### src/rtl/btn_conditioner.sv
// Push-button conditioner: 2-flop synchronizer, tick-based debounce of press and
// release, and optional auto-repeat while held. All outputs are registered pulses/levels.
module btn_conditioner #(
   parameter int unsigned DEB_MS        = 10,
   parameter int unsigned REP_DELAY_MS  = 500,
   parameter int unsigned REP_PERIOD_MS = 100
) (
   input  logic clk,
   input  logic R,
   input  logic ce1ms,
   input  logic btn,
   input  logic rep_en,
   output logic level,
   output logic press,
   output logic rpt,
   output logic release_pulse
);

   typedef enum logic [1:0] {
      IDLE      = 2'd0,
      PRESS_DEB = 2'd1,
      HELD      = 2'd2,
      REL_DEB   = 2'd3
   } state_t;

   localparam logic [15:0] DEB_LIM   = 16'(DEB_MS);
   localparam logic [15:0] DELAY_LIM = 16'(REP_DELAY_MS);
   localparam logic [15:0] PERIOD_LIM = 16'(REP_PERIOD_MS);

   state_t      state_r;
   logic        s1_r;
   logic        s2_r;
   logic [15:0] dc_r;
   logic [15:0] rc_r;
   logic        first_r;
   logic [15:0] dc_inc_s;
   logic [15:0] rc_inc_s;
   logic [15:0] rep_lim_s;

   // Two-stage synchronizer for the asynchronous button level
   always_ff @(posedge clk) begin
      if (R) begin
         s1_r <= 1'b0;
         s2_r <= 1'b0;
      end else begin
         s1_r <= btn;
         s2_r <= s1_r;
      end
   end

   // Next counter values and the active repeat limit (first repeat uses the longer delay)
   always_comb begin
      dc_inc_s  = dc_r + 16'd1;
      rc_inc_s  = rc_r + 16'd1;
      rep_lim_s = PERIOD_LIM;
      if (first_r) begin
         rep_lim_s = DELAY_LIM;
      end else begin
         rep_lim_s = PERIOD_LIM;
      end
   end

   // Debounce / repeat FSM with registered outputs; a level change beats a same-clk tick
   always_ff @(posedge clk) begin
      press         <= 1'b0;
      rpt           <= 1'b0;
      release_pulse <= 1'b0;
      if (R) begin
         state_r <= IDLE;
         dc_r    <= 16'd0;
         rc_r    <= 16'd0;
         first_r <= 1'b0;
         level   <= 1'b0;
      end else begin
         case (state_r)
            IDLE: begin
               dc_r <= 16'd0;
               if (s2_r) begin
                  state_r <= PRESS_DEB;
               end
            end
            PRESS_DEB: begin
               if (!s2_r) begin
                  state_r <= IDLE;
                  dc_r    <= 16'd0;
               end else if (ce1ms) begin
                  if (dc_inc_s == DEB_LIM) begin
                     state_r <= HELD;
                     dc_r    <= 16'd0;
                     rc_r    <= 16'd0;
                     first_r <= 1'b1;
                     level   <= 1'b1;
                     press   <= 1'b1;
                     rpt     <= 1'b1;
                  end else begin
                     dc_r <= dc_inc_s;
                  end
               end
            end
            HELD: begin
               if (!s2_r) begin
                  state_r <= REL_DEB;
                  dc_r    <= 16'd0;
               end else if (rep_en && ce1ms) begin
                  if (rc_inc_s == rep_lim_s) begin
                     rpt     <= 1'b1;
                     rc_r    <= 16'd0;
                     first_r <= 1'b0;
                  end else begin
                     rc_r <= rc_inc_s;
                  end
               end
            end
            REL_DEB: begin
               // rc stays frozen here so a bounce resumes the repeat cadence
               if (s2_r) begin
                  state_r <= HELD;
                  dc_r    <= 16'd0;
               end else if (ce1ms) begin
                  if (dc_inc_s == DEB_LIM) begin
                     state_r       <= IDLE;
                     dc_r          <= 16'd0;
                     level         <= 1'b0;
                     release_pulse <= 1'b1;
                  end else begin
                     dc_r <= dc_inc_s;
                  end
               end
            end
            default: begin
               state_r <= IDLE;
               dc_r    <= 16'd0;
               level   <= 1'b0;
            end
         endcase
      end
   end

endmodule

### config.mk
export PLATFORM = sky130hd
export DESIGN_NAME = btn_conditioner
export DESIGN_NICKNAME = d
export VERILOG_FILES = /design/src/rtl/btn_conditioner.sv
export SDC_FILE = /design/constraint.sdc
export NUM_CORES = 1
export LEC_CHECK = 0
export BUFFER_PORTS_ARGS = -buffer_cell sky130_fd_sc_hd__buf_2
export CORE_MARGIN = 5
export CORE_UTILIZATION = 56
export CTS_BUF_LIST = sky130_fd_sc_hd__clkbuf_8 sky130_fd_sc_hd__clkbuf_16
export CTS_CLUSTER_SIZE = 30
export DETAILED_ROUTE_END_ITERATION = 12
export GPL_ROUTABILITY_DRIVEN = 0
export PLACE_DENSITY = 0.85
export SLEW_MARGIN = 20
export SYNTH_ARGS = -nofsm -noshare
export SYNTH_HDL_FRONTEND = slang
export SYNTH_SLANG_ARGS = --single-unit
### constraint.sdc
create_clock -name clk -period 2.6 [get_ports clk]
set_input_delay 0.52 -clock clk [delete_from_list [all_inputs] [get_ports clk]]
set_output_delay 0.52 -clock clk [all_outputs]
set_load 0.005 [all_outputs]
==> summary.txt <==
outcome -> finished with violations
failing checks -> negative setup slack
final net count -> 400
worst-path maximum fanout -> 9
CP Data Required Time -> 2.76 ns
vias in the first global route -> 2610
EDFF count, synth -> 0
vias per inst -> 6.39
Die Height -> 79.7 um
root buf cell -> clkbuf_8
FF+latch count, synth -> 41
Site Rows -> 25
average size of a mapped cell -> 7.91 um2
grt ovf -> 0
Die X -> 79.7 um
commonest non-fill, non-tap cell in the layout -> buf_4
PwrDens -> 378 mW/mm2
worst hold slack -> 0.441 ns
die area -> 0.00635 mm2
final WL -> 7530 um
kind of critical path -> flop to flop
Iter 0 DRT Violations -> 262
Via Count -> 2916
Initial Util -> 57.6%
top-area cell type share of the netlist area -> 30.2%
H-tree Lvls -> 2
Syn Nets -> 356
fmax -> 0.377 GHz
CP endpoint kind -> flop
Worst-Skew Late Latency -> 0.29 ns
drt pass-1 iters -> 5
number of synthesis warnings -> 0
final worst path period need -> 2.66 ns
Clock transition at path regs -> 0.08 ns
Setup TNS -> -0.0994 ns
Worst-Margin Slew -> 0.686 ns
clk sinks -> 41
Yosys cell types -> 66
n_diodes -> 0
max-cap violation count -> 0
max-slew violations -> 0
pin count of the biggest net entering global routing -> 23
cell count after synthesis -> 344
VDD IR max -> 0.373 mV
Crit path arrival time -> 2.81 ns
ys flop type -> dfxtp_1
Async SR Flop Fraction -> 0%
TritonCTS clock tree -> done
Final period util -> 102%
GR Util All Layers -> 23.6%
Final setup viols -> 6
final worst slack -> -0.0558 ns
critical path launch point type -> flop
sequential element share of the synthesized area -> 30.2%
post-synth top area cell -> dfxtp_1
routing usage on met3 -> 3.95%
WL per Instance -> 16.5 um
number of CTS-inserted buffers -> 5
DR DRC count -> 0
leakage -> 0.00115 uW
final hold viol count -> 0
HPWL Detailed -> 5030 um
share of layout cells above drive strength 1 -> 25.7%
Post-CTS Hold Buffers -> 0
Worst Skew -> 0.00955 ns
first-pass GRT wire length -> 12100 um
Core ar. -> 0.00472 mm2
GR Util met1 -> 28.9%
synthesis-to-layout area growth -> 19.9%
antenna violations before repair -> 0
io pins -> 9
GR Util met2 -> 41.0%
Final ANT Viol Nets -> 0
clk buf depth -> 2
max_slew headroom -> 54.1%
Area contributors post-synth -> dfxtp_1 (30%), nand2_1 (5.4%), nand3_1 (3.7%), xnor2_1 (3.5%), nand4_1 (3.4%)
grt peak-use layer -> met2
Mapped Area -> 0.00272 mm2
port buffer count -> 8
commonest cells after routing, fill and taps aside -> buf_4 (48), nand2_1 (39), dfxtp_1 (33)
Hold Crit Class -> input port to flop
-- per-stage QoR --
stage | util (%) | worst slack [ns] | cells | total power, uW | area (um2)
finish | 69.1 | -0.0558 | 456 | 1230 | 3260
global route | 69.1 | -0.172 | 456 | 1290 | 3260
CTS | 65.9 | 0.000695 | 446 | 1220 | 3110
detailed placement | 63.3 | -0.0350 | 436 | 811 | 2990
global placement | 63.3 | 0.0648 | 436 | 805 | 2990
floorplan | - | 0.0307 | 344 | 768 | 2720
-- path summary, 6_finish.rpt --
check                       start              endpoint  slack, ns  cells past startpoint
max          dc_r[0]$_SDFFE_PP0P_  rc_r[3]$_SDFFE_PP0P_      -0.06                     10
max reg2reg  dc_r[0]$_SDFFE_PP0P_  rc_r[3]$_SDFFE_PP0P_      -0.06                     10
min                           btn       s1_r$_SDFF_PP0_       0.44                      2
min reg2reg       s1_r$_SDFF_PP0_       s2_r$_SDFF_PP0_       0.45                      1
-- cell usage after synthesis (all sizes together), types with 4 or more instances --
library cell	instances
or4	4
dfxtp	41
inv	19
o21ai	18
o41ai	4
nor4	6
nor3	6
or3	7
o32ai	6
nor2	25
nand4	16
a311oi	4
o21a	6
nand3	20
xnor2	11
nand2	39
and2	4
and3	6
mux2i	4
clkbuf	13
a21oi	15
buf	5
o211ai	4
ha	7
a31oi	12
-- cells by family (layout without fill, tap and decap cells) --
family          Yosys count  after routing  synth area share (%)
compound gates           95             95                  25.3
xor+xnor                 11             11                  3.54
fa+ha+maj                 7              7                  3.22
buf+inv                  39             84                  7.45
flops                    41             41                  30.2
mux                       5              5                  2.35
simple gates            146            146                  28.0
-- final cells by class --
cell class,count,area [um2]
fillers,357,1460
well taps,67,83.8
repair buffers,56,400
multi-input cells,264,1780
clock inverters,3,17.5
flip-flops and latches,41,836
clock buffers,5,68.8
inverters,20,75.1
-- critical path, stage by stage (launching register included) --
cell	delay (ns)
dfxtp_4	0.40
ha_2	0.22
nand3_4	0.11
a211o_4	0.34
a211oi_4	0.40
nand4b_4	0.17
o21ba_4	0.26
buf_4	0.14
buf_4	0.15
o21ai_0	0.22
a21oi_1	0.10
-- what timing repair did --
item,CTS,global route
endpoints found under the setup margin,3,14
resized for setup,6,18
pin swaps,1,5
setup buffers,2,10
-- registers in the layout (all words and copies together), names as in the netlist, named ones only --
signal and flops:
dc_r 16, s2_r 1, level 1, press 1, state_r 1, s1_r 1
first_r 1, rc_r 16, rpt 1, release_pulse 1
-- report_power, final --
group | leakage, uW | internal (uW) | total (uW) | switching, uW
Combinational | 0.000774 | 80.8 | 180 | 99.6
Sequential | 0.000336 | 631 | 640 | 9.01
Clock | 0.0000439 | 185 | 413 | 228
Total | 0.00115 | 897 | 1230 | 336
-- per-layer routing --
layer / wire length (um) / up-vias / part of all wire (%)
met2: 3720 / 139 / 49
met3: 541 / 30 / 7.2
met4: 218 / 0 / 2.9
li1: - / 1373 / -
met1: 3050 / 1374 / 41
met5: 0 / - / 0
No activity file was read; power rests on OpenSTA's default activity.
